`config.mk`:
```
export PLATFORM = sky130hd
export DESIGN_NAME = butterfly_pipe
export DESIGN_NICKNAME = d
export VERILOG_FILES = /design/src/rtl/fft_pkg.sv /design/src/rtl/butterfly_pipe_cmul.sv /design/src/rtl/butterfly_pipe.sv
export SDC_FILE = /design/constraint.sdc
export NUM_CORES = 1
export LEC_CHECK = 0
export ABC_AREA = 1
export CORE_MARGIN = 4
export CORE_UTILIZATION = 60
export CTS_BUF_LIST = sky130_fd_sc_hd__clkbuf_16
export DETAILED_ROUTE_END_ITERATION = 10
export PLACE_DENSITY = 0.82
export SYNTH_ARGS = -nofsm -noshare
export SYNTH_HDL_FRONTEND = slang
export SYNTH_SLANG_ARGS = --single-unit
```
`constraint.sdc`:
```
create_clock -name clk -period 13.8 [get_ports clk]
set_clock_uncertainty 0.05 [all_clocks]
set_input_delay 4.14 -clock clk [delete_from_list [all_inputs] [get_ports clk]]
set_output_delay 4.14 -clock clk [all_outputs]
set_load 0.05 [all_outputs]
```
`src/rtl/fft_pkg.sv`:
```
// Shared fixed-point helpers for the FFT datapath: complex packing {re, im}
// and saturation limits for an n-bit two's-complement component.
package fft_pkg;

    localparam int FFT_N = 8;
    localparam int FFT_Q = 6;

    // Sign-extended real field of a value packed as {re[2n-1:n], im[n-1:0]}.
    function automatic logic signed [31:0] cx_re(input logic [63:0] v, input int n);
        logic [63:0] t;
        t = v << (64 - 2 * n);
        return 32'(signed'(t) >>> (64 - n));
    endfunction

    function automatic logic signed [31:0] cx_im(input logic [63:0] v, input int n);
        logic [63:0] t;
        t = v << (64 - n);
        return 32'(signed'(t) >>> (64 - n));
    endfunction

    function automatic logic [63:0] cx_pack(input logic [63:0] re, input logic [63:0] im,
                                            input int n);
        logic [63:0] mask;
        mask = (64'd1 << n) - 64'd1;
        return ((re & mask) << n) | (im & mask);
    endfunction

    function automatic int sat_max(input int n);
        return (2 ** (n - 1)) - 1;
    endfunction

    function automatic int sat_min(input int n);
        return -(2 ** (n - 1));
    endfunction

endpackage

```
`src/rtl/butterfly_pipe_cmul.sv`:
```
// Two-stage pipelined complex multiply B*W with round-half-up to Q fractional
// bits; a side-band word travels alongside so the caller keeps its operands aligned.
module cmul_pipe #(
    parameter int N  = fft_pkg::FFT_N,
    parameter int Q  = fft_pkg::FFT_Q,
    parameter int XW = 1
) (
    input  logic                clk,
    input  logic                rst,
    input  logic                en_i,
    input  logic                valid_i,
    input  logic [2*N-1:0]      b_i,
    input  logic [2*N-1:0]      w_i,
    input  logic [XW-1:0]       side_i,
    output logic                valid_o,
    output logic signed [N+1:0] p_re_o,
    output logic signed [N+1:0] p_im_o,
    output logic [XW-1:0]       side_o
);
    import fft_pkg::*;

    localparam int PW = 2 * N;
    localparam int SW = 2 * N + 1;
    localparam logic signed [SW-1:0] RND = SW'(2 ** (Q - 1));

    logic signed [N-1:0]  bRe, bIm, wRe, wIm;
    logic signed [PW-1:0] rr_d, ii_d, ri_d, ir_d;
    logic signed [PW-1:0] rr_q, ii_q, ri_q, ir_q;
    logic                 v1_q, v2_q;
    logic [XW-1:0]        x1_q, x2_q;
    logic signed [N+1:0]  pRe_d, pIm_d, pRe_q, pIm_q;

    always_comb begin
        bRe  = N'(cx_re(64'(b_i), N));
        bIm  = N'(cx_im(64'(b_i), N));
        wRe  = N'(cx_re(64'(w_i), N));
        wIm  = N'(cx_im(64'(w_i), N));
        rr_d = PW'(bRe) * PW'(wRe);
        ii_d = PW'(bIm) * PW'(wIm);
        ri_d = PW'(bRe) * PW'(wIm);
        ir_d = PW'(bIm) * PW'(wRe);
    end

    // The rounded product is narrowed to N+2 bits, the width of the butterfly adder.
    always_comb begin
        pRe_d = (N+2)'((SW'(rr_q) - SW'(ii_q) + RND) >>> Q);
        pIm_d = (N+2)'((SW'(ri_q) + SW'(ir_q) + RND) >>> Q);
    end

    always_ff @(posedge clk) begin
        if (rst) begin
            v1_q <= 1'b0;
            v2_q <= 1'b0;
        end else if (en_i) begin
            v1_q <= valid_i;
            v2_q <= v1_q;
        end
    end

    always_ff @(posedge clk) begin
        if (en_i) begin
            rr_q  <= rr_d;
            ii_q  <= ii_d;
            ri_q  <= ri_d;
            ir_q  <= ir_d;
            x1_q  <= side_i;
            pRe_q <= pRe_d;
            pIm_q <= pIm_d;
            x2_q  <= x1_q;
        end
    end

    assign valid_o = v2_q;
    assign p_re_o  = pRe_q;
    assign p_im_o  = pIm_q;
    assign side_o  = x2_q;

endmodule

```
`src/rtl/butterfly_pipe.sv`:
```
// Three-stage radix-2 butterfly (A +/- B*W) with stall backpressure and overflow flags.
// Define BUTTERFLY_SAT_EN to clamp out-of-range components instead of wrapping.
module butterfly_pipe #(
    parameter int N = fft_pkg::FFT_N,
    parameter int Q = fft_pkg::FFT_Q
) (
    input  logic           clk,
    input  logic           rst,
    input  logic           in_valid,
    output logic           in_ready,
    input  logic [2*N-1:0] in_a,
    input  logic [2*N-1:0] in_b,
    input  logic [2*N-1:0] in_w,
    input  logic           scale,
    output logic           out_valid,
    input  logic           out_ready,
    output logic [2*N-1:0] out_add,
    output logic [2*N-1:0] out_sub,
    output logic           out_ovf,
    output logic           ovf_sticky,
    input  logic           ovf_clr
);
    import fft_pkg::*;

    localparam int XW = 2 * N + 1;
    localparam int SW = N + 2;
    localparam logic signed [SW-1:0] SMAX = SW'(sat_max(N));
    localparam logic signed [SW-1:0] SMIN = SW'(sat_min(N));

    // Returns {overflow, component}; scaling is a floor shift applied before the range check.
    function automatic logic [N:0] fit(input logic signed [SW-1:0] v, input logic sc);
        logic signed [SW-1:0] s;
        logic                 ovf;
        logic [N-1:0]         res;
        s   = sc ? (v >>> 1) : v;
        ovf = (s > SMAX) || (s < SMIN);
`ifdef BUTTERFLY_SAT_EN
        if (s > SMAX) begin
            res = SMAX[N-1:0];
        end else if (s < SMIN) begin
            res = SMIN[N-1:0];
        end else begin
            res = s[N-1:0];
        end
`else
        res = s[N-1:0];
`endif
        return {ovf, res};
    endfunction

    logic                 stall, en;
    logic                 s2Valid;
    logic signed [SW-1:0] pRe, pIm;
    logic [XW-1:0]        s2Side;
    logic signed [SW-1:0] aRe, aIm;
    logic                 s2Scale;
    logic [N:0]           addRe, addIm, subRe, subIm;
    logic [2*N-1:0]       outAdd_d, outSub_d, outAdd_q, outSub_q;
    logic                 outOvf_d, outOvf_q, outValid_q;
    logic                 sticky_d, sticky_q;

    assign stall    = outValid_q && !out_ready;
    assign en       = !stall;
    assign in_ready = en;

    cmul_pipe #(
        .N  (N),
        .Q  (Q),
        .XW (XW)
    ) u_cmul (
        .clk     (clk),
        .rst     (rst),
        .en_i    (en),
        .valid_i (in_valid),
        .b_i     (in_b),
        .w_i     (in_w),
        .side_i  ({scale, in_a}),
        .valid_o (s2Valid),
        .p_re_o  (pRe),
        .p_im_o  (pIm),
        .side_o  (s2Side)
    );

    always_comb begin
        aRe      = SW'(cx_re(64'(s2Side[2*N-1:0]), N));
        aIm      = SW'(cx_im(64'(s2Side[2*N-1:0]), N));
        s2Scale  = s2Side[XW-1];
        addRe    = fit(aRe + pRe, s2Scale);
        addIm    = fit(aIm + pIm, s2Scale);
        subRe    = fit(aRe - pRe, s2Scale);
        subIm    = fit(aIm - pIm, s2Scale);
        outAdd_d = (2*N)'(cx_pack(64'(addRe[N-1:0]), 64'(addIm[N-1:0]), N));
        outSub_d = (2*N)'(cx_pack(64'(subRe[N-1:0]), 64'(subIm[N-1:0]), N));
        outOvf_d = s2Valid && (addRe[N] || addIm[N] || subRe[N] || subIm[N]);
    end

    // A transfer carrying overflow sets the sticky flag even if a clear arrives together.
    always_comb begin
        sticky_d = sticky_q;
        if (outValid_q && out_ready && outOvf_q) begin
            sticky_d = 1'b1;
        end else if (ovf_clr) begin
            sticky_d = 1'b0;
        end
    end

    always_ff @(posedge clk) begin
        if (rst) begin
            outValid_q <= 1'b0;
            outAdd_q   <= '0;
            outSub_q   <= '0;
            outOvf_q   <= 1'b0;
            sticky_q   <= 1'b0;
        end else begin
            if (en) begin
                outValid_q <= s2Valid;
                outAdd_q   <= outAdd_d;
                outSub_q   <= outSub_d;
                outOvf_q   <= outOvf_d;
            end
            sticky_q <= sticky_d;
        end
    end

    assign out_valid  = outValid_q;
    assign out_add    = outAdd_q;
    assign out_sub    = outSub_q;
    assign out_ovf    = outOvf_q;
    assign ovf_sticky = sticky_q;

endmodule

```
### After elaboration in Yosys (flattened, before gate mapping)

Index checks and enable logic that the tools add are counted.

* $add $sub $neg: 8
* multipliers: 4
* $lt $le $gt $ge: 8
* mux-type cells: 6
* bitwise operators: 2
* reductions and logical operators: 14

Operators with widths (number)
* multiplier 8 x 8 -> 16 bit: 4
* > comparator 10 x 8 -> 1 bit, second input constant: 4
* < comparator 10 x 8 -> 1 bit, second input constant: 4
* two-way mux 9 bit: 4
* adder 16 x 7 -> 16 bit, second input constant: 2
* OR 16 x 8 -> 16 bit: 2
* adder 8 x 10 -> 10 bit: 2
* subtractor 8 x 10 -> 10 bit: 2
* adder 16 bit: 1
* subtractor 16 bit: 1
* logical OR 1 bit: 7
* logical AND 1 bit: 4
* logical NOT 1 bit: 2
* two-way mux 1 bit: 2
* nonzero test 2 bit: 1

* register bits: 155
* input bits: 54
* output and inout port bits: 36
* logic and storage cells: 57

### Logic depth before layout (Yosys ltp)

Gate-level depths: netlist of the first run.

* word-level depth: 8
* mapped depth: 22
* gate-level depth less buffers: 20

### Modules after synthesis

From an unflattened synthesis of the first run, not the netlist that was laid out.

* cells, all modules: 2611
* area, all modules: 20158.1 µm²

Modules (own cells, without submodules)
* cmul_pipe: times used 1, cells an instance 2021, area an instance 16489.6 µm², sequential area each 3583.4 µm²
* butterfly_pipe: times used 1, cells an instance 590, area an instance 3668.5 µm², sequential area each 700.7 µm²

### Worst setup path before layout of the first run

OpenSTA, ideal clock, no wires.

* path kind: input-to-output
* from: in out_ready
* to: out in_ready
* arrival time: 8333 ps
* data required time: 9610 ps
* slack: 1277 ps
* stages on the path: 4
* buffers on the path: 2
* path through: nor2_1 inv_1 clkbuf_1 clkbuf_1

* longest elaborated chain between the ends: 3

Ends and longest elaborated chain
* start: declaration: RTL line butterfly_pipe.sv:16 `input logic out_ready,`
* logical NOT 1 bit: RTL line butterfly_pipe.sv:62 `assign stall = outValid_q && !out_ready;`
* logical AND 1 bit: RTL line butterfly_pipe.sv:62
* logical NOT 1 bit: RTL line butterfly_pipe.sv:63 `assign en = !stall;`
* end: declaration: RTL line butterfly_pipe.sv:10 `output logic in_ready,`

Every way passes these cells.

### Worst setup path after layout of the first run

Ends and elaborated chain as after synthesis.

==> results of run 1 <==
sequential cells by signal, summed over array words and instances, names as in the netlist:
| name | flops |
|---|---|
| out_add | 16 |
| u_cmul.ii_q | 16 |
| out_valid | 1 |
| u_cmul.p_im_o | 10 |
| out_ovf | 1 |
| out_sub | 16 |
| u_cmul.side_o | 17 |
| u_cmul.p_re_o | 10 |
| ovf_sticky | 1 |
| u_cmul.x1_q | 17 |
| u_cmul.valid_o | 1 |
| u_cmul.ir_q | 16 |
| u_cmul.rr_q | 16 |
| u_cmul.v1_q | 1 |
| u_cmul.ri_q | 16 |
final cells by class:
type,instances,area [µm²]
clock inverter,12,106
inverter,562,2110
tap,390,488
clock buffer,20,500
fill,2374,9830
timing repair buffer,98,958
sequential,155,4280
multi-input combinational,1385,11800
synthesized netlist by cell type (61+ instances only):
cell | count | area share
sky130_fd_sc_hd__xor2_1 | 76 | 0.036
sky130_fd_sc_hd__inv_1 | 556 | 0.11
sky130_fd_sc_hd__nor2_1 | 73 | 0.015
sky130_fd_sc_hd__clkbuf_1 | 71 | 0.014
sky130_fd_sc_hd__a21oi_1 | 117 | 0.032
sky130_fd_sc_hd__edfxtp_1 | 118 | 0.19
sky130_fd_sc_hd__ha_1 | 206 | 0.14
sky130_fd_sc_hd__fa_1 | 224 | 0.24
sky130_fd_sc_hd__nand3_1 | 61 | 0.017
sky130_fd_sc_hd__o21ai_0 | 71 | 0.019
sky130_fd_sc_hd__nand2_1 | 449 | 0.091
metrics by stage:
step / instance area [µm²] / power [W] / util / std cells
after global placement: 19600 / 0.00376 / 0.653 / 2590
after global routing: 20200 / 0.00484 / 0.673 / 2622
after floorplan: 18500 / 0.00316 / - / 2184
final: 20200 / 0.00438 / 0.673 / 2622
after CTS: 20200 / 0.00439 / 0.673 / 2622
after detailed placement: 19600 / 0.00388 / 0.653 / 2590
kinds of logic after synthesis:
family,synth area share
xor gates and xnor gates,0.0536
DFF,0.232
and+or+nand+nor,0.130
adders and majority gates,0.382
buffers and inverters,0.132
AOI/OAI and AO/OA,0.0708
worst reg2reg max path, cell delays in order, from the launching register on:
cell and delay (ps):
sky130_fd_sc_hd__edfxtp_1 360, sky130_fd_sc_hd__ha_1 320, sky130_fd_sc_hd__ha_1 340, sky130_fd_sc_hd__nand2_1 90
sky130_fd_sc_hd__o21ai_0 380, sky130_fd_sc_hd__nand3_1 130, sky130_fd_sc_hd__nand3_1 180, sky130_fd_sc_hd__a21o_1 170
sky130_fd_sc_hd__a21o_1 140, sky130_fd_sc_hd__nand2_1 70, sky130_fd_sc_hd__nand3b_1 80, sky130_fd_sc_hd__nand2_1 90
routing by layer:
layer / vias to the layer above / global-route usage
met4: 0 / 0.0819
met5: - / 0
met3: 80 / 0.0370
li1: 6685 / -
met2: 490 / 0.421
met1: 6687 / 0.317
power breakdown:
group	switching (W)	internal [W]	leakage (nW)	total (W)
logic	0.00184	0.00115	9.14	0.00300
registers	0.0000809	0.000823	1.56	0.000903
clock network	0.000201	0.000282	0.306	0.000483
total	0.00213	0.00225	11.0	0.00438
how the worst max path moves through the flow:
| stage | startpoint | endpoint | slack [ps] | depth (start not counted) |
|---|---|---|---|---|
| after floorplan | out_ready | in_ready | 1280 | 4 |
| after global placement | out_ready | in_ready | 3330 | 5 |
| after detailed placement | out_ready | in_ready | 3330 | 5 |
| after CTS | out_ready | in_ready | 3350 | 5 |
| after global routing | out_ready | in_ready | 3240 | 5 |
| final | out_ready | in_ready | 3360 | 5 |
==> out/results.md, run 1 <==
Outcome
- finished, final reports clean — result of the run

Hold path
- flop to flop — HP Class
- 0 — number of cells on the worst hold path
- u_cmul.x1_q[0] — launch instance of the worst min-delay path
- u_cmul.side_o[0] — worst-case hold path end point

CTS
- 4 — H-tree lvl count
- 0 — post-CTS setup repair buffer count
- 155 — clock net sink count
- 0 — number of hold buffers added after cts
- yes — TritonCTS clock tree
- sky130_fd_sc_hd__clkbuf_16 — CTS Root Buffer Type
- 17 — total clock buffers created by CTS
- 440 ps — clock insertion delay at the later pin of the skew report
- 2 — maximum count of clock buffers along a single path
- 70 ps — CTS clock-pin slew for the worst setup and hold paths
- 0 — number of gates resized after CTS

Critical path
- u_cmul.ir_q[7] — Critical R2R Launch
- 920 ps — Largest stage delay, worst path
- 85 — Crit Path Max Fanout
- 4 — number of buffer and inverter stages on the critical path
- 6250 ps — arrival time at the worst endpoint
- buffers and inverters — Worst path top cell family by delay
- input pin to output pin — startpoint-to-endpoint class of the critical path
- sky130_fd_sc_hd__clkdlybuf4s50_1 — cell mode on critical path
- output pin — CP endpoint kind
- 11 — depth of the worst register-to-register path
- clkdlybuf4s50_1 > nor2_1 > buf_4 > inv_6 > clkdlybuf4s50_1 — cells along the critical path
- 11130 ps — register-to-register path setup slack
- u_cmul.p_im_o[9] — reg-to-reg critical path endpoint
- 9610 ps — required time reported for the critical path endpoint
- input pin — startpoint type of the worst setup path
- sky130_fd_sc_hd__clkdlybuf4s50_1 — critical-path cell with the highest stage delay

Timing
- 1130 ps — transition time of the tightest slew-check pin
- 3360 ps — post-route setup slack
- 365 ps — worst hold slack
- 0 — final hold violation count
- 0 — setup violation total in the final timing report
- 0 — final slew viol count
- 0 ps — sum of negative setup slack
- 0.245 — worst-case headroom to the max-slew limit
- 0.756 — Tcrit/Tclk final
- false — setup repair after global routing missed its margin
- 95.8 MHz — upper clock frequency limit
- 10440 ps — min cycle time layout

Detailed routing
- 15.0 µm — mean routed wirelength per cell
- 15.8 mm — routed length on met1
- 39.4 mm — DRT Wirelength
- 13942 — vias
- met4 — top routing layer used
- 5.32 — ratio of routed vias to standard cells
- 2.76 mm — amount of wire on met3 after detailed routing
- 19.7 mm — routed length on met2
- 956 — detailed router's first-iteration violation count
- 5 — count of TritonRoute iterations in the first routing pass
- 0 — DRC errors left
- 0 — remaining antenna violation count

Die
- 0.615 — initial core utilization
- 90 — Ports
- 0.0300 mm² — CORE AREA
- 183 µm — height of the die
- 0.0337 mm² — die outline area
- 63 — number of standard-cell rows in the floorplan
- 183 µm — x dimension of the die

Yosys
- 38 — count of unique library cells instantiated by Yosys
- 0.232 — sequential element share of the synthesized area
- 0.0185 mm² — combined area of all synthesized cells
- 2668 — syn nets
- sky130_fd_sc_hd__edfxtp_1 — predominant post-synthesis flop cell
- 155 — #FFs+latches synth
- 118 — number of enable flip-flop cells after synthesis
- 0 — fraction of registers with async set/reset
- 0 — yosys synthesis warning count
- 2184 — cells after synthesis
- 8.46 µm² — average cell area after synthesis

Pwr
- 217 mW/mm² — power per cell area
- 11.0 nW — leakage dissipation
- 0.000122 V — worst ir drop on vdd

Layout
- 2703 — nets
- 0.0242 — layout cell share with drive strength beyond 1
- sky130_fd_sc_hd__inv_1 — most common library cell in the layout ignoring fill and taps
- 9.38% — Layout Area Growth over Synthesis
- sky130_fd_sc_hd__inv_1 (556), sky130_fd_sc_hd__nand2_1 (449), sky130_fd_sc_hd__fa_1 (224) — commonest cells after routing, fill and taps aside
- 0 — antenna diode instance count

Global routing
- 14414 — vias in the first global route
- 0 — antenna violations before repair
- 0.244 — global-route usage over all layers
- 67.0 mm — global-route wire length before repair
- 91 — pin count of the biggest net entering global routing
- 0 — total grt overflow

Run
- 0 — Max Cap Violations

Place
- 0.891 — gp weighted congestion
- 3330 ps — placement-stage worst setup slack
- 89 — number of buffer cells added on primary ports
- 30.8 mm — estimated wirelength of the detail-placed design

(Power assumes the default switching activity.)
==> inputs of run 2 (changes only) <==
--- a/config.mk
+++ b/config.mk
@@ -7,7 +7,7 @@
 export LEC_CHECK = 0
 export ABC_AREA = 1
 export CORE_MARGIN = 4
-export CORE_UTILIZATION = 60
+export CORE_UTILIZATION = 57
 export CTS_BUF_LIST = sky130_fd_sc_hd__clkbuf_16
 export DETAILED_ROUTE_END_ITERATION = 10
 export PLACE_DENSITY = 0.82
==> constraint.sdc (replaced) <==
create_clock -name clk -period 8.45 [get_ports clk]
set_clock_uncertainty 0.05 [all_clocks]
set_input_delay 2.535 -clock clk [delete_from_list [all_inputs] [get_ports clk]]
set_output_delay 2.535 -clock clk [all_outputs]
set_load 0.05 [all_outputs]
==> run 2 against run 1 <==
Compared with the run above: clock power increased by 64%; register-to-register slack got worse by 5300 ps; first-iteration DRC count increased by 2.0%; via count decreased by 0.69%; critical path type is now input pin to flop.
==> out/results.md, run 2 (synthesis results as in run 1) <==
Outcome
- finished, final reports clean — result of the run, unchanged

Layout
- 2589 — Layout fillers, was 2374
- 9.78% — Layout Area Growth over Synthesis, was 9.38%
- 0.0118 mm² — total area of multi-input combinational cells, unchanged
- 2706 — nets, was 2703
- sky130_fd_sc_hd__inv_1 — most common library cell in the layout ignoring fill and taps, unchanged
- sky130_fd_sc_hd__inv_1 (556), sky130_fd_sc_hd__nand2_1 (449), sky130_fd_sc_hd__fa_1 (224) — commonest cells after routing, fill and taps aside, unchanged
- 2671 — filler-free cell count of the finished design, was 2622
- 0.0251 — layout cell share with drive strength beyond 1, was 0.0242
- 0.00428 mm² — Sequential Area, unchanged

Timing
- 0 — final slew viol count, unchanged
- 0 — final hold violation count, unchanged
- 7300 ps — min cycle time layout
- 976 ps — transition time of the tightest slew-check pin, was 1130 ps
- false — setup repair after global routing missed its margin, unchanged
- 137 MHz — upper clock frequency limit
- 0 ps — sum of negative setup slack, unchanged
- 0.864 — Tcrit/Tclk final
- 0.349 — worst-case headroom to the max-slew limit, was 0.245
- 0 — setup violation total in the final timing report, unchanged

CTS
- 2 — maximum count of clock buffers along a single path, unchanged
- 155 — clock net sink count, unchanged
- yes — TritonCTS clock tree, unchanged
- 4 — H-tree lvl count, unchanged
- 0 — number of hold buffers added after cts, unchanged
- 0 — post-CTS setup repair buffer count, unchanged
- 17 — total clock buffers created by CTS, unchanged
- sky130_fd_sc_hd__clkbuf_16 — CTS Root Buffer Type, unchanged
- 440 ps — clock insertion delay at the later pin of the skew report, about the same
- 0 — number of gates resized after CTS, unchanged
- 70 ps — CTS clock-pin slew for the worst setup and hold paths, about the same

Detailed routing
- 975 — detailed router's first-iteration violation count, was 956
- 13846 — vias, was 13942
- 14.8 µm — mean routed wirelength per cell, was 15.0 µm
- 8 — count of TritonRoute iterations in the first routing pass, was 5
- 0 — DRC errors left, unchanged
- 5.18 — ratio of routed vias to standard cells, was 5.32
- 0 — remaining antenna violation count, unchanged
- 39.6 mm — DRT Wirelength, was 39.4 mm

Place
- 32.0 mm — estimated wirelength of the detail-placed design, was 30.8 mm
- 89 — number of buffer cells added on primary ports, unchanged
- 2638 — number of cells after detailed placement, was 2590
- 0.897 — gp weighted congestion, was 0.891

Global routing
- 1 — antenna violations before repair, was 0
- 67.6 mm — global-route wire length before repair, was 67.0 mm
- 0.233 — global-route usage over all layers, was 0.244
- 62 — pin count of the biggest net entering global routing, was 91
- 14283 — vias in the first global route, was 14414
- 0 — total grt overflow, unchanged

Die
- 0.0318 mm² — CORE AREA, was 0.0300 mm²
- 0.581 — initial core utilization, was 0.615
- 188 µm — x dimension of the die, was 183 µm
- 65 — number of standard-cell rows in the floorplan, was 63
- 0.0353 mm² — die outline area, was 0.0337 mm²
- 90 — Ports, unchanged
- 188 µm — height of the die, was 183 µm

Critical path
- 8580 ps — required time reported for the critical path endpoint, was 9610 ps
- 16 — Crit Path Max Fanout, was 85
- input pin — startpoint type of the worst setup path, unchanged
- flop — CP endpoint kind, was output pin
- 7440 ps — arrival time at the worst endpoint, was 6250 ps
- input pin to flop — startpoint-to-endpoint class of the critical path, was input pin to output pin

Pwr
- 354 mW/mm² — power per cell area, was 217 mW/mm²
- 0.000186 V — worst ir drop on vdd, was 0.000122 V
- 11.0 nW — leakage dissipation, about the same

Run
- 0 — Max Cap Violations, unchanged

Hold path
- flop to flop — HP Class, unchanged

==> run 2: cell count changes in the layout (fill, tap and decap cells not counted), sizes merged, moves of 2 or more <==
cell      delta
buf          +3
bufinv       +2
clkinvlp     +3
clkbuf       -3
==> run 2: worst paths after layout <==
kind / start / to / slack [ps] / cells past startpoint
hold / removal: u_cmul.x1_q[11] / u_cmul.side_o[11] / 370 / 0
setup / recovery: in_b[4] / u_cmul.ii_q[15] / 1150 / 18
hold reg to reg: u_cmul.x1_q[11] / u_cmul.side_o[11] / 370 / 0
setup reg to reg: u_cmul.side_o[16] / out_ovf / 5790 / 7
==> run 2: per-layer routing <==
metal,part of all wire,GRT usage,vias up
li1,-,-,6688
met1,0.41,0.302,6633
met2,0.50,0.405,447
met3,0.062,0.0389,78
met4,0.027,0.0666,0
met5,0,0,-
==> run 2: stage by stage <==
stage | hold WS [ps] | util | total power, W | setup slack (ps) | cell area (µm²)
after floorplan | 350 | - | 0.00516 | 1120 | 18500
after global placement | 352 | 0.619 | 0.00618 | 840 | 19700
after detailed placement | 356 | 0.619 | 0.00637 | 710 | 19700
after CTS | 364 | 0.638 | 0.00721 | 1170 | 20300
after global routing | 363 | 0.638 | 0.00792 | 823 | 20300
final | 366 | 0.638 | 0.00717 | 1150 | 20300
==> run 2: critical path: stages <==
cell	delay, ps
sky130_fd_sc_hd__clkdlybuf4s50_1	980
sky130_fd_sc_hd__nand2_1	190
sky130_fd_sc_hd__fa_1	580
sky130_fd_sc_hd__inv_1	50
sky130_fd_sc_hd__fa_1	470
sky130_fd_sc_hd__fa_1	540
sky130_fd_sc_hd__inv_1	50
sky130_fd_sc_hd__fa_1	530
sky130_fd_sc_hd__inv_1	40
sky130_fd_sc_hd__ha_1	330
sky130_fd_sc_hd__inv_1	80
sky130_fd_sc_hd__nor3_1	220
sky130_fd_sc_hd__a21oi_1	140
sky130_fd_sc_hd__o21ai_0	290
sky130_fd_sc_hd__a21oi_1	110
sky130_fd_sc_hd__nor2_1	90
sky130_fd_sc_hd__nor2_1	50
sky130_fd_sc_hd__xor2_1	150
==> run 2: area by class of cell <==
cell class,instances,share of cell area
multi-input combinational,1385,0.580
inverter,562,0.104
clock inverter,15,0.00852
antenna,1,0.000123
tap,435,0.0268
sequential,155,0.211
timing repair buffer,101,0.0484
clock buffer,17,0.0210
==> run 2: power by group <==
| group | internal, W | switching [W] |
|---|---|---|
| sequential | 0.00134 | 0.000135 |
| combinational | 0.00188 | 0.00303 |
| clock | 0.000464 | 0.000328 |
==> inputs of run 3 (changes only) <==
==> constraint.sdc (replaced) <==
create_clock -name clk -period 8.45 [get_ports clk]
set_clock_uncertainty 0.05 [all_clocks]
set_input_delay 0.845 -clock clk [delete_from_list [all_inputs] [get_ports clk]]
set_output_delay 0.845 -clock clk [all_outputs]
set_load 0.05 [all_outputs]
==> run 3 against run 2 <==
Compared with the run above: sequential power is essentially flat; total power grew 0.54%; cell count shrank 0.41%; register-to-register slack lost 60 ps; design area shrank 0.37%; critical path type unchanged; critical endpoint unchanged.
==> out/results.md, run 3 (synthesis results as in run 1) <==
Detailed routing
- 913 — detailed router's first-iteration violation count, was 975
- 14.9 µm — mean routed wirelength per cell, was 14.8 µm
- 0 — DRC errors left, unchanged
- 39.6 mm — DRT Wirelength, about the same
- 13900 — vias, was 13846
- 5.23 — ratio of routed vias to standard cells, was 5.18
- 0 — remaining antenna violation count, unchanged
- 5 — count of TritonRoute iterations in the first routing pass, was 8

Die
- 0.0318 mm² — CORE AREA, unchanged
- 0.0353 mm² — die outline area, unchanged
- 90 — Ports, unchanged
- 188 µm — x dimension of the die, unchanged
- 188 µm — height of the die, unchanged
- 65 — number of standard-cell rows in the floorplan, unchanged
- 0.581 — initial core utilization, unchanged

Place
- 0.0196 mm² — placement-stage cell area, was 0.0197 mm²
- 0.907 — gp weighted congestion, was 0.897
- 31.4 mm — estimated wirelength of the detail-placed design, was 32.0 mm
- 89 — number of buffer cells added on primary ports, unchanged

CTS
- yes — TritonCTS clock tree, unchanged
- 0 — post-CTS setup repair buffer count, unchanged
- 4 — H-tree lvl count, unchanged
- 0 — number of gates resized after CTS, unchanged
- 0 — number of hold buffers added after cts, unchanged
- 70 ps — CTS clock-pin slew for the worst setup and hold paths, about the same
- 155 — clock net sink count, unchanged
- 2 — maximum count of clock buffers along a single path, unchanged
- 430 ps — clock insertion delay at the later pin of the skew report, was 440 ps
- sky130_fd_sc_hd__clkbuf_16 — CTS Root Buffer Type, unchanged
- 17 — total clock buffers created by CTS, unchanged

Critical path
- u_cmul.side_o[16] — Critical R2R Launch, unchanged
- 16 — Crit Path Max Fanout, unchanged
- out_ovf — reg-to-reg critical path endpoint, unchanged
- input pin — startpoint type of the worst setup path, unchanged
- 8580 ps — required time reported for the critical path endpoint, about the same
- input pin to flop — startpoint-to-endpoint class of the critical path, unchanged
- flop — CP endpoint kind, unchanged
- 5730 ps — register-to-register path setup slack, was 5790 ps
- 5960 ps — arrival time at the worst endpoint, was 7440 ps
- 7 — depth of the worst register-to-register path, unchanged

Layout
- 0.0118 mm² — total area of multi-input combinational cells, unchanged
- 0.0216 — layout cell share with drive strength beyond 1, was 0.0251
- 0.0202 mm² — cell area after layout, was 0.0203 mm²
- 2696 — nets, was 2706
- 0 — antenna diode instance count, was 1
- sky130_fd_sc_hd__inv_1 (556), sky130_fd_sc_hd__nand2_1 (449), sky130_fd_sc_hd__fa_1 (224) — commonest cells after routing, fill and taps aside, unchanged
- 9.37% — Layout Area Growth over Synthesis, was 9.78%
- 0.00428 mm² — Sequential Area, unchanged
- sky130_fd_sc_hd__inv_1 — most common library cell in the layout ignoring fill and taps, unchanged
- 2579 — Layout fillers, was 2589

Timing
- 0 — final slew viol count, unchanged
- 1010 ps — transition time of the tightest slew-check pin, was 976 ps
- 0.689 — Tcrit/Tclk final, was 0.864
- false — setup repair after global routing missed its margin, unchanged
- 5830 ps — min cycle time layout, was 7300 ps
- 172 MHz — upper clock frequency limit, was 137 MHz
- 0 ps — sum of negative setup slack, unchanged
- 0.324 — worst-case headroom to the max-slew limit, was 0.349
- 0 — final hold violation count, unchanged
- 0 — setup violation total in the final timing report, unchanged

Global routing
- 14617 — vias in the first global route, was 14283
- 68.0 mm — global-route wire length before repair, was 67.6 mm
- 0 — total grt overflow, unchanged
- 0.232 — global-route usage over all layers, was 0.233
- 92 — pin count of the biggest net entering global routing, was 62
- 0 — antenna violations before repair, was 1

Hold path
- u_cmul.side_o[10] — worst-case hold path end point, was u_cmul.side_o[11]
- 0 — number of cells on the worst hold path, unchanged
- u_cmul.x1_q[10] — launch instance of the worst min-delay path, was u_cmul.x1_q[11]
- flop to flop — HP Class, unchanged

Run
- 0 — Max Cap Violations, unchanged

Pwr
- 357 mW/mm² — power per cell area, was 354 mW/mm²
- 11.0 nW — leakage dissipation, about the same
- 0.000201 V — worst ir drop on vdd, was 0.000186 V

Outcome
- finished, final reports clean — result of the run, unchanged

run 3: critical path: stages:
cell                              delay, ps
sky130_fd_sc_hd__clkdlybuf4s50_1        980
sky130_fd_sc_hd__nand2_1                310
sky130_fd_sc_hd__fa_1                   600
sky130_fd_sc_hd__inv_1                   50
sky130_fd_sc_hd__fa_1                   460
sky130_fd_sc_hd__fa_1                   550
sky130_fd_sc_hd__inv_1                   60
sky130_fd_sc_hd__fa_1                   530
sky130_fd_sc_hd__inv_1                   40
sky130_fd_sc_hd__ha_1                   350
sky130_fd_sc_hd__nand2_1                 90
sky130_fd_sc_hd__nor3_1                 200
sky130_fd_sc_hd__a21oi_1                150
sky130_fd_sc_hd__o21ai_0                330
sky130_fd_sc_hd__a21oi_1                120
sky130_fd_sc_hd__nor2_1                 100
sky130_fd_sc_hd__nor2_1                  50
sky130_fd_sc_hd__xor2_1                 140
run 3: cell type report:
class                           instances  area share
Multi-Input combinational cell       1385       0.582
Sequential cell                       155       0.212
Inverter                              562       0.105
Timing Repair Buffer                   91      0.0448
Tap cell                              435      0.0269
Clock buffer                           17      0.0211
Clock inverter                         15     0.00867
run 3: metrics by stage:
step                      hold WS, ps  worst slack (ps)  cells   util  total power, W
after global routing              378              2240   2660  0.635         0.00794
final                             370              2620   2660  0.635         0.00721
after global placement            352              2400   2628  0.616         0.00617
after detailed placement          355              2190   2628  0.616         0.00638
after CTS                         372              2640   2660  0.635         0.00723
after floorplan                   350              2520   2184      -         0.00517
run 3: routing by layer:
metal	track usage	part of all wire
met1	0.293	0.41
met2	0.417	0.51
met3	0.0298	0.055
met4	0.0697	0.024
met5	0	0
run 3: where the power goes:
part | internal (W) | switching [W]
sequential | 0.00134 | 0.000131
clock | 0.000447 | 0.000343
combinational | 0.00188 | 0.00307
total | 0.00367 | 0.00354
run 3: worst max-delay path by stage:
stage                                  to  startpoint
after global placement    u_cmul.ii_q[14]     in_w[2]
after detailed placement  u_cmul.ii_q[15]     in_w[2]
after floorplan                  in_ready   out_ready
after CTS                 u_cmul.ii_q[15]     in_w[2]
final                     u_cmul.ii_q[15]     in_w[2]
after global routing      u_cmul.ii_q[15]     in_w[2]
